`config.mk`:
```
export PLATFORM = sky130hd
export DESIGN_NAME = slice_scheduler
export DESIGN_NICKNAME = d
export VERILOG_FILES = /design/src/rtl/draw_pkg.sv /design/src/rtl/slice_span_calc.sv /design/src/rtl/slice_scheduler.sv
export SDC_FILE = /design/constraint.sdc
export NUM_CORES = 1
export LEC_CHECK = 0
export ABC_AREA = 1
export BUFFER_PORTS_ARGS = -buffer_cell sky130_fd_sc_hd__buf_2
export CAP_MARGIN = 20
export CORE_UTILIZATION = 47
export DETAILED_ROUTE_END_ITERATION = 8
export HOLD_SLACK_MARGIN = 0.12
export PLACE_DENSITY = 0.77
export SLEW_MARGIN = 15
export SYNTH_ARGS = -nofsm -noshare
export SYNTH_HDL_FRONTEND = slang
export SYNTH_SLANG_ARGS = --single-unit
```
`constraint.sdc`:
```
create_clock -name clock -period 3.5 [get_ports clock]
set_input_delay 0.525 -clock clock [delete_from_list [all_inputs] [get_ports clock]]
set_output_delay 0.525 -clock clock [all_outputs]
set_load 0.005 [all_outputs]
```
`src/rtl/draw_pkg.sv`:
```
// Shared drawing constants: screen geometry, default palette, scheduler state codes
// and the per-row color pick used by column renderers.
package draw_pkg;

  localparam int SCREEN_W = 160;
  localparam int SCREEN_H = 120;

  localparam logic [2:0] CEIL_COLOR_DEF  = 3'b001;
  localparam logic [2:0] FLOOR_COLOR_DEF = 3'b010;

  localparam logic [1:0] S_IDLE = 2'd0;
  localparam logic [1:0] S_RAY  = 2'd1;
  localparam logic [1:0] S_DRAW = 2'd2;
  localparam logic [1:0] S_DONE = 2'd3;

  // Wall rows are top <= row < bot; an empty span (hc == 0) has no wall rows.
  function automatic logic [2:0] span_color(input logic [6:0] row,
                                            input logic [6:0] hc,
                                            input logic [6:0] top,
                                            input logic [6:0] bot,
                                            input logic [2:0] wall,
                                            input logic [2:0] ceil_c,
                                            input logic [2:0] floor_c);
    if (row < top) return ceil_c;
    if ((hc != 7'd0) && (row < bot)) return wall;
    return floor_c;
  endfunction

endpackage

```
`src/rtl/slice_span_calc.sv`:
```
// Vertical span of one wall slice: clamped height, first wall row, and one past the
// last wall row. Odd leftovers land in the floor because top rounds down.
module slice_span_calc
  import draw_pkg::*;
#(
  parameter int ROWS = SCREEN_H
) (
  input  logic [6:0] wall_height_i,
  output logic [6:0] hc_o,
  output logic [6:0] top_o,
  output logic [6:0] bottom_excl_o
);

  localparam logic [6:0] ROWS_L = 7'(ROWS);

  always_comb begin
    hc_o          = (wall_height_i > ROWS_L) ? ROWS_L : wall_height_i;
    top_o         = (ROWS_L - hc_o) >> 1;
    bottom_excl_o = top_o + hc_o;
  end

endmodule

```
`src/rtl/slice_scheduler.sv`:
```
// Per-frame column sequencer: requests one ray per column, then paints that column
// into the frame buffer one pixel per cycle. Define SLICE_SCHED_SKIP_BG_EN to paint wall rows only.
module slice_scheduler
  import draw_pkg::*;
#(
  parameter int         COLUMNS     = SCREEN_W,
  parameter int         ROWS        = SCREEN_H,
  parameter logic [2:0] CEIL_COLOR  = CEIL_COLOR_DEF,
  parameter logic [2:0] FLOOR_COLOR = FLOOR_COLOR_DEF
) (
  input  logic       clock,
  input  logic       reset,
  input  logic       start,
  output logic       ray_req,
  output logic [7:0] ray_column,
  input  logic       ray_valid,
  input  logic [6:0] wall_height,
  input  logic [2:0] wall_color,
  output logic [7:0] X,
  output logic [6:0] Y,
  output logic [2:0] color_out,
  output logic       draw_enable,
  output logic       busy,
  output logic       frame_done,
  output logic [1:0] dbg_state
);

  localparam logic [7:0] COL_LAST = 8'(COLUMNS - 1);
  localparam logic [6:0] ROW_LAST = 7'(ROWS - 1);

  logic [1:0] state_q, state_d;
  logic [7:0] column_q, column_d;
  logic [6:0] row_q, row_d;
  logic [6:0] hc_q, hc_d, top_q, top_d, bot_q, bot_d;
  logic [2:0] wcolor_q, wcolor_d;
  logic [7:0] x_q, x_d;
  logic [6:0] y_q, y_d;
  logic [2:0] color_q, color_d;
  logic       de_q, de_d;
  logic [6:0] span_hc, span_top, span_bot;
  logic       last_col, last_row;

  slice_span_calc #(.ROWS(ROWS)) u_span (
    .wall_height_i (wall_height),
    .hc_o          (span_hc),
    .top_o         (span_top),
    .bottom_excl_o (span_bot)
  );

  assign last_col = (column_q == COL_LAST);
`ifdef SLICE_SCHED_SKIP_BG_EN
  assign last_row = (row_q == (bot_q - 7'd1));
`else
  assign last_row = (row_q == ROW_LAST);
`endif

  always_comb begin
    state_d  = state_q;
    column_d = column_q;
    row_d    = row_q;
    hc_d     = hc_q;
    top_d    = top_q;
    bot_d    = bot_q;
    wcolor_d = wcolor_q;
    case (state_q)
      S_IDLE: begin
        if (start) begin
          state_d  = S_RAY;
          column_d = 8'd0;
        end
      end
      S_RAY: begin
        if (ray_valid) begin
          hc_d     = span_hc;
          top_d    = span_top;
          bot_d    = span_bot;
          wcolor_d = wall_color;
`ifdef SLICE_SCHED_SKIP_BG_EN
          row_d = span_top;
          // An empty slice has nothing to paint: move straight on to the next ray.
          if (span_hc == 7'd0) begin
            if (last_col) state_d = S_DONE;
            else column_d = column_q + 8'd1;
          end else begin
            state_d = S_DRAW;
          end
`else
          row_d   = 7'd0;
          state_d = S_DRAW;
`endif
        end
      end
      S_DRAW: begin
        if (last_row) begin
          if (last_col) begin
            state_d = S_DONE;
          end else begin
            column_d = column_q + 8'd1;
            state_d  = S_RAY;
          end
        end else begin
          row_d = row_q + 7'd1;
        end
      end
      default: state_d = S_IDLE;
    endcase
  end

  // Write-port outputs are registered from next-state so they line up with S_DRAW.
  always_comb begin
    de_d    = (state_d == S_DRAW);
    x_d     = de_d ? column_d : x_q;
    y_d     = de_d ? row_d : y_q;
    color_d = de_d ? span_color(row_d, hc_d, top_d, bot_d, wcolor_d, CEIL_COLOR, FLOOR_COLOR)
                   : 3'b000;
  end

  always_ff @(posedge clock) begin
    if (reset) begin
      state_q  <= S_IDLE;
      column_q <= 8'd0;
      row_q    <= 7'd0;
      hc_q     <= 7'd0;
      top_q    <= 7'd0;
      bot_q    <= 7'd0;
      wcolor_q <= 3'b000;
      x_q      <= 8'd0;
      y_q      <= 7'd0;
      color_q  <= 3'b000;
      de_q     <= 1'b0;
    end else begin
      state_q  <= state_d;
      column_q <= column_d;
      row_q    <= row_d;
      hc_q     <= hc_d;
      top_q    <= top_d;
      bot_q    <= bot_d;
      wcolor_q <= wcolor_d;
      x_q      <= x_d;
      y_q      <= y_d;
      color_q  <= color_d;
      de_q     <= de_d;
    end
  end

  assign ray_req     = (state_q == S_RAY);
  assign ray_column  = column_q;
  assign X           = x_q;
  assign Y           = y_q;
  assign color_out   = color_q;
  assign draw_enable = de_q;
  assign busy        = (state_q != S_IDLE);
  assign frame_done  = (state_q == S_DONE);
  assign dbg_state   = state_q;

endmodule

```
==> results of run 1 <==
[final cells by class]
type	instances	share of cell area (%)
clock buffers	9	3.11
clock inverters	7	2.55
inverters	70	6.66
multi-input cells	330	45.1
flip-flops and latches	60	30.2
well taps	96	3.02
repair buffers	65	9.43
[cells in the final DEF (no fill, tap or decap), drive strengths merged, types with 3 or more instances in the layout]
cell type	instances
mux2i	6
nand3	28
dfxtp	60
o21ai	48
clkinv	3
a31oi	4
nor2	70
nand2	95
nor3	4
clkbuf	9
ha	23
a21oi	29
buf	65
or2	5
inv	70
[power by group through the flow]
stage | Clock [mW] | Combinational (mW) | Sequential (mW)
detailed placement | 0 | 0.367 | 0.750
global route | 0.741 | 0.435 | 0.739
global placement | 0 | 0.359 | 0.749
floorplan | 0 | 0.257 | 0.749
CTS | 0.714 | 0.373 | 0.735
finish | 0.699 | 0.381 | 0.735
[per-layer routing]
layer,vias up,global-route usage [%],routed length [µm]
li1,1649,-,-
met1,1471,31.9,3900
met2,125,35.6,3560
met3,16,3.46,510
met4,0,12.9,217
met5,-,0,0
[registers in the layout (all words and copies together), names as in the netlist, 7 cells and up]
register / flops
row_q: 7
bot_q: 7
X: 8
top_q: 7
Y: 7
ray_column: 8
hc_q: 7
[metrics by stage]
| stage | worst slack [ps] | setup TNS, ps | instance area, µm² | power [mW] |
|---|---|---|---|---|
| 6_report | 298 | 0 | 3980 | 1.81 |
| 5_1_grt | 23.4 | 0 | 3980 | 1.92 |
| 4_1_cts | 218 | 0 | 3950 | 1.82 |
| 3_5_place_dp | -125 | -148 | 3730 | 1.12 |
| 3_3_place_gp | -33.8 | -33.8 | 3730 | 1.11 |
| 2_1_floorplan | 96.2 | 0 | 3310 | 1.01 |
[worst min path at each step]
| stage | slack [ps] | endpoint | depth (start not counted) |
|---|---|---|---|
| after detailed placement | 450 | top_q[6] | 2 |
| after global routing | 480 | wcolor_q[2] | 3 |
| final | 450 | wcolor_q[2] | 3 |
| after CTS | 440 | wcolor_q[2] | 3 |
| after floorplan | 430 | top_q[6] | 2 |
| after global placement | 450 | top_q[6] | 2 |
[kinds of logic after synthesis]
group,Yosys count
buf+inv,85
simple gates,206
flops,60
compound gates,93
mux,6
fa+ha+maj,23
xor+xnor,2
[worst reg2reg max path, cell delays in order (launching register included)]
cell	delay (ps)
sky130_fd_sc_hd__dfxtp_1	460
sky130_fd_sc_hd__inv_1	100
sky130_fd_sc_hd__ha_1	360
sky130_fd_sc_hd__inv_1	100
sky130_fd_sc_hd__nor2_1	270
sky130_fd_sc_hd__o21ai_0	140
sky130_fd_sc_hd__a22oi_1	370
sky130_fd_sc_hd__inv_1	150
sky130_fd_sc_hd__ha_1	330
sky130_fd_sc_hd__a21oi_1	110
sky130_fd_sc_hd__o21ai_0	80
sky130_fd_sc_hd__a21oi_1	160
sky130_fd_sc_hd__nand2_1	90
sky130_fd_sc_hd__or2_1	210
sky130_fd_sc_hd__nor2_1	70
==> results.py, run 1 <==
metrics = {
    "clock_tree": {
        "tritoncts": "done",
        "ctsResizeCount": 0,
        "postCtsSetupBuffers": 0,
        "clock_insertion_delay_worst_skew_ps": 340,
        "cts_max_path_buffers": 2,
        "cts_root_buffer": "sky130_fd_sc_hd__clkbuf_8",
        "path_clk_slew_ps": 60,
        "cts_made_buffers": 9,
        "cts_htree_levels": 3,
        "clkSinkCount": 60,
        "postCtsHoldBufs": 0,
    },
    "yosys": {
        "synth_area_um2": 3310,
        "syn_nets": 512,
        "yosys_warnings": 0,
        "ys.flop_type": "sky130_fd_sc_hd__dfxtp_1",
        "synth-async-reset-ratio_pct": 0,
        "synthesis.instances": 475,
        "synth-adder-area-share_pct": 8.71,
        "synth-edff-count": 0,
        "synth_cell_types": 41,
        "top_area_cells_in_the_synthesized_netlist": "sky130_fd_sc_hd__dfxtp_1 36%, sky130_fd_sc_hd__nand2_1 10%, sky130_fd_sc_hd__ha_1 8.7%",
        "most_frequent_cell_after_synthesis": "sky130_fd_sc_hd__nand2_1",
        "synth_compound_gate_area_share_pct": 15.7,
        "main_combinational_cell_family_by_area_after_synthesis": "simple AND/OR/NAND/NOR gates",
        "synth_top_area_share_pct": 36.3,
        "synth_simple_gate_area_share_pct": 26.7,
        "fraction_of_synthesized_cell_area_in_xor_and_xnor_cells_pct": 0.530,
        "synth.top_cells.by_count": "89 x sky130_fd_sc_hd__nand2_1, 67 x sky130_fd_sc_hd__inv_1, 67 x sky130_fd_sc_hd__nor2_1, 60 x sky130_fd_sc_hd__dfxtp_1, 37 x sky130_fd_sc_hd__o21ai_0",
        "synth.avg_cell_area_um2": 6.96,
        "synth_area_leader_cell": "sky130_fd_sc_hd__dfxtp_1",
        "synth-seq-area-share_pct": 36.3,
        "yosys_reg_bits": 60,
        "post_synthesis_mux_area_share_pct": 1.82,
    },
    "setup_path": {
        "worst-endpoint-required_ps": 3770,
        "arrival_ps": 3470,
        "timing.reg2reg.worst_path_depth": 14,
        "worst-path-buf-inv": 2,
        "worstSetupPathDepth": 23,
        "timing.critical_path.cells": "buf_2 > nor2_2 > nand2_1 > nand2_2 > nand2_1 > ha_1 > nand2_2 > nand3_1 > nand2_1 > o21ai_1 > ha_1 > inv_1 > o21bai_1 > a21oi_1 > a21oi_1 > nor2_1 > ha_1 > a21oi_1 > o21ai_0 > a21oi_1 > nand2_1 > or2_1 > nor2_1",
        "critPathLaunchType": "input port",
        "critPathSlowestCell": "sky130_fd_sc_hd__ha_1",
        "worst_setup_path_end_kind": "flop",
        "cp-startpoint": "wall_height[1]",
        "worst_r2r_startpoint": "dbg_state[1]",
        "crit-reg2reg-capture": "color_out[2]",
        "critPathKind": "in2reg",
        "critical_path.top_delay_family": "simple AND/OR/NAND/NOR gates",
        "path_max_fanout": 3,
        "endpoint": "color_out[2]",
        "crit_path_max_incr_delay_ps": 330,
        "r2r_setup_slack_ps": 430,
    },
    "routing": {
        "detail-route-antenna-nets": 0,
        "detail_route.vias_per_cell": 5.12,
        "route.vias.total": 3261,
        "firstDrtPassIters": 6,
        "drc": 0,
        "wl_per_cell_um": 12.8,
        "wl_um": 8190,
        "initialDrtViolationCount": 204,
    },
    "status": {
        "status": "finished, final reports clean",
    },
    "timing": {
        "final_max_slew_viol_count": 0,
        "timing.final.hold_violations": 0,
        "setup-violations-final": 0,
        "max-slew-margin-rel_pct": 65.4,
        "fin_skew_ps": 15.4,
        "hold_ws_ps": 445,
        "grt_setup_unrepaired": "false",
        "worst_slew_pin_slew_ps": 518,
        "post-route-min-period_ps": 3200,
        "achievable-frequency_mhz": 312,
        "timing.final.crit_share_pct": 91.5,
    },
    "cells_and_area": {
        "area_growth_syn_to_layout_pct": 20.4,
        "area_of_the_multi_input_gates_um2": 1790,
        "layout.nets": 573,
        "drive_above_1_share_pct": 20.1,
        "register_area_um2": 1200,
        "final.fill_count": 616,
        "antenna_cells_inserted": 0,
        "post_layout_nonfiller_instances": 637,
        "finalCoreUtilization_pct": 58.6,
    },
    "floorplan": {
        "ioPinCount": 46,
        "die_h_um": 85.9,
        "fp.coreArea_um2": 6790,
        "initial_utilization_pct": 48.7,
        "die_width_um": 85.9,
        "rows": 30,
        "dieArea_um2": 7370,
    },
    "power_and_ir_drop": {
        "vdd_drop_max_v": 0.000300,
        "pwr-share-clk_pct": 38.5,
        "p_switching_mw": 0.545,
        "p_per_area_nw_per_um2": 456,
        "power.switching_fraction_pct": 30.1,
        "p_int_mw": 1.27,
        "p_leak_nw": 1.99,
        "power.share.sequential_pct": 40.5,
        "power.combinational.fraction_pct": 21.0,
    },
    "global_routing": {
        "global_route_wire_length_before_repair_um": 13500,
        "grt_max_degree": 44,
        "antenna_violations_before_repair": 0,
        "global_route.overflow_total": 0,
        "grt_util_all_layers_pct": 23.4,
        "grt_pass1_vias": 2951,
    },
    "placed_design": {
        "portBuffers": 45,
        "dp.cells": 621,
        "gpl.final_weighted_congestion": 0.913,
        "dp_hpwl_um": 5960,
    },
    "worst_hold_path": {
        "start_point_of_the_worst_min_delay_path": "wall_color[2]",
        "holdCritPathClass": "in2reg",
    },
    "run": {
        "drv.max_cap_violation_count": 0,
    },
}
Power figures use the tool's default switching activity.
==> inputs of run 2 (changes only) <==
CORE_MARGIN = 3   (was unset)
==> run 2 against run 1 <==
Effect of this change: critical path depth unchanged; via count down 0.58%; sequential share of layout area down 0.80 points; global-route usage down 3.0 points; register-to-register slack worse by 50 ps; worst setup slack worse by 36 ps; clock skew down 5.1 ps; cell count up 0.16%; sequential cell count unchanged; non-clock buffer count up 4; critical path type unchanged; largest power group is now the clock network.
==> results.py, run 2 (same netlist as run 1, synthesis figures left out) <==
metrics = {
    "status": {
        "status": "finished, final reports clean",
    },
    "setup_path": {
        "arrival_ps": 3520,
        "path_max_fanout": 3,
        "worst_setup_path_end_kind": "flop",
        "worst-endpoint-required_ps": 3780,
        "critPathKind": "in2reg",
        "critPathLaunchType": "input port",
    },
    "routing": {
        "detail-route-antenna-nets": 0,
        "wl_um": 8350,
        "detail_route.vias_per_cell": 5.08,
        "wl_per_cell_um": 13.1,
        "firstDrtPassIters": 5,
        "drc": 0,
        "route.vias.total": 3242,
        "initialDrtViolationCount": 180,
    },
    "cells_and_area": {
        "post_layout_nonfiller_instances": 638,
        "finalCoreUtilization_pct": 62.3,
        "layout.nets": 577,
        "area_of_the_multi_input_gates_um2": 1850,
        "final_cell_mix": "87 x sky130_fd_sc_hd__nand2_1, 66 x sky130_fd_sc_hd__inv_1, 63 x sky130_fd_sc_hd__nor2_1",
        "area_growth_syn_to_layout_pct": 23.7,
        "fin_area_um2": 4090,
        "drive_above_1_share_pct": 22.9,
        "antenna_cells_inserted": 0,
        "final_common_cell": "sky130_fd_sc_hd__nand2_1",
        "register_area_um2": 1200,
        "final.fill_count": 585,
    },
    "global_routing": {
        "global_route.overflow_total": 0,
        "antenna_violations_before_repair": 0,
        "grt_pass1_vias": 2974,
        "grt_util_all_layers_pct": 20.5,
        "grt_most_used_layer": "met2",
        "grtUsageMet3_pct": 5.26,
        "met1_usage_pct": 28.6,
        "global_route_wire_length_before_repair_um": 13700,
        "grt_max_degree": 44,
        "grt_use_met2_pct": 29.8,
    },
    "placed_design": {
        "dp.cells": 620,
        "dp_hpwl_um": 5990,
        "gpl.final_weighted_congestion": 0.950,
        "placed_cell_area_um2": 3740,
        "portBuffers": 45,
    },
    "floorplan": {
        "initial_utilization_pct": 50.3,
        "rows": 29,
        "fp.coreArea_um2": 6570,
        "die_h_um": 89.9,
        "ioPinCount": 46,
        "dieArea_um2": 8080,
        "die_width_um": 89.9,
    },
    "timing": {
        "post-route-min-period_ps": 3240,
        "worst_slew_pin_slew_ps": 536,
        "timing.final.crit_share_pct": 92.5,
        "fin_skew_ps": 10.2,
        "achievable-frequency_mhz": 309,
        "final_max_slew_viol_count": 0,
        "timing.final.hold_violations": 0,
        "max-slew-margin-rel_pct": 64.2,
        "setup-violations-final": 0,
    },
    "clock_tree": {
        "tritoncts": "done",
        "clock_insertion_delay_worst_skew_ps": 340,
        "cts_htree_levels": 3,
        "clkSinkCount": 60,
        "cts_root_buffer": "sky130_fd_sc_hd__clkbuf_8",
        "cts_made_buffers": 9,
        "postCtsHoldBufs": 0,
        "path_clk_slew_ps": 70,
        "cts_max_path_buffers": 2,
    },
    "power_and_ir_drop": {
        "p_leak_nw": 2.03,
        "p_switching_mw": 0.559,
        "vdd_drop_max_v": 0.000334,
        "power.share.sequential_pct": 38.4,
        "pwr-share-clk_pct": 40.5,
        "power.combinational.fraction_pct": 21.1,
        "p_per_area_nw_per_um2": 468,
        "p_int_mw": 1.35,
        "power.switching_fraction_pct": 29.2,
    },
    "worst_hold_path": {
        "holdCritPathClass": "in2reg",
    },
    "run": {
        "drv.max_cap_violation_count": 0,
    },
}
==> run 2: cell count changes in the layout (fill, tap and decap cells not counted), moves of 2 or more <==
| cell | previous run | this run |
|---|---|---|
| sky130_fd_sc_hd__buf_4 | 20 | 24 |
| sky130_fd_sc_hd__nor2_4 | 1 | 3 |
| sky130_fd_sc_hd__nand2_2 | 6 | 8 |
| sky130_fd_sc_hd__a21oi_1 | 28 | 24 |
| sky130_fd_sc_hd__nor2_1 | 65 | 63 |
| sky130_fd_sc_hd__nand2_1 | 89 | 87 |
| sky130_fd_sc_hd__a21oi_2 | 1 | 5 |
==> run 2: metal layers <==
metal	vias up	routed length, µm	share of wire, %
met5	-	0	0
met4	0	142	1.7
met3	14	545	6.5
met2	118	3670	44
met1	1454	3990	48
li1	1656	-	-
==> run 2: final cells by class <==
class | instances | share of cell area (%)
multi-input cells | 330 | 45.3
flip-flops and latches | 60 | 29.4
repair buffers | 69 | 9.91
inverters | 70 | 6.49
clock buffers | 9 | 3.03
clock inverters | 7 | 3.03
well taps | 93 | 2.84
==> run 2: final timing paths <==
| kind | slack (ps) | endpoint | startpoint | cells after the start |
|---|---|---|---|---|
| worst max register to register | 380 | color_out[2] | dbg_state[1] | 14 |
| worst max-delay path | 260 | color_out[2] | wall_height[6] | 23 |
| worst min-delay path | 440 | wcolor_q[2] | wall_color[2] | 3 |
| worst min register to register | 460 | top_q[6] | top_q[6] | 2 |
==> run 2: per-stage QoR <==
stage	hold WS, ps	setup WS [ps]	setup TNS, ps	power (mW)
finish	437	262	0	1.91
global placement	444	-40.0	-40.0	1.11
detailed placement	447	-149	-212	1.12
global route	456	-56.8	-56.8	2.02
floorplan	430	96.2	0	1.01
CTS	425	148	0	1.90
==> run 2: timing repair <==
item,in CTS,in global routing
resized for setup,0,23
setup buffers,0,2
setup endpoints to repair,0,3
==> run 2: worst max-delay path: stages <==
cell and delay (ps):
sky130_fd_sc_hd__buf_2 90, sky130_fd_sc_hd__nand2_1 100, sky130_fd_sc_hd__nor2_4 160, sky130_fd_sc_hd__nand2_2 90
sky130_fd_sc_hd__nand2_1 90, sky130_fd_sc_hd__ha_2 190, sky130_fd_sc_hd__nand2_2 70, sky130_fd_sc_hd__nand2_2 80
sky130_fd_sc_hd__xor2_2 200, sky130_fd_sc_hd__ha_4 240, sky130_fd_sc_hd__inv_2 120, sky130_fd_sc_hd__o21ai_4 80
sky130_fd_sc_hd__a21oi_2 180, sky130_fd_sc_hd__nand3_1 90, sky130_fd_sc_hd__nand2_1 70, sky130_fd_sc_hd__nor2_2 40
sky130_fd_sc_hd__ha_1 300, sky130_fd_sc_hd__a21oi_2 130, sky130_fd_sc_hd__o21ai_0 80, sky130_fd_sc_hd__a21oi_1 180
sky130_fd_sc_hd__nand2_1 90, sky130_fd_sc_hd__or2_1 220, sky130_fd_sc_hd__nor2_1 80
==> run 2: power groups by stage <==
stage	Combinational [mW]	Sequential [mW]	Clock [mW]
floorplan	0.257	0.749	0
global placement	0.360	0.749	0
detailed placement	0.367	0.750	0
CTS	0.373	0.734	0.789
global route	0.458	0.738	0.820
finish	0.404	0.734	0.775
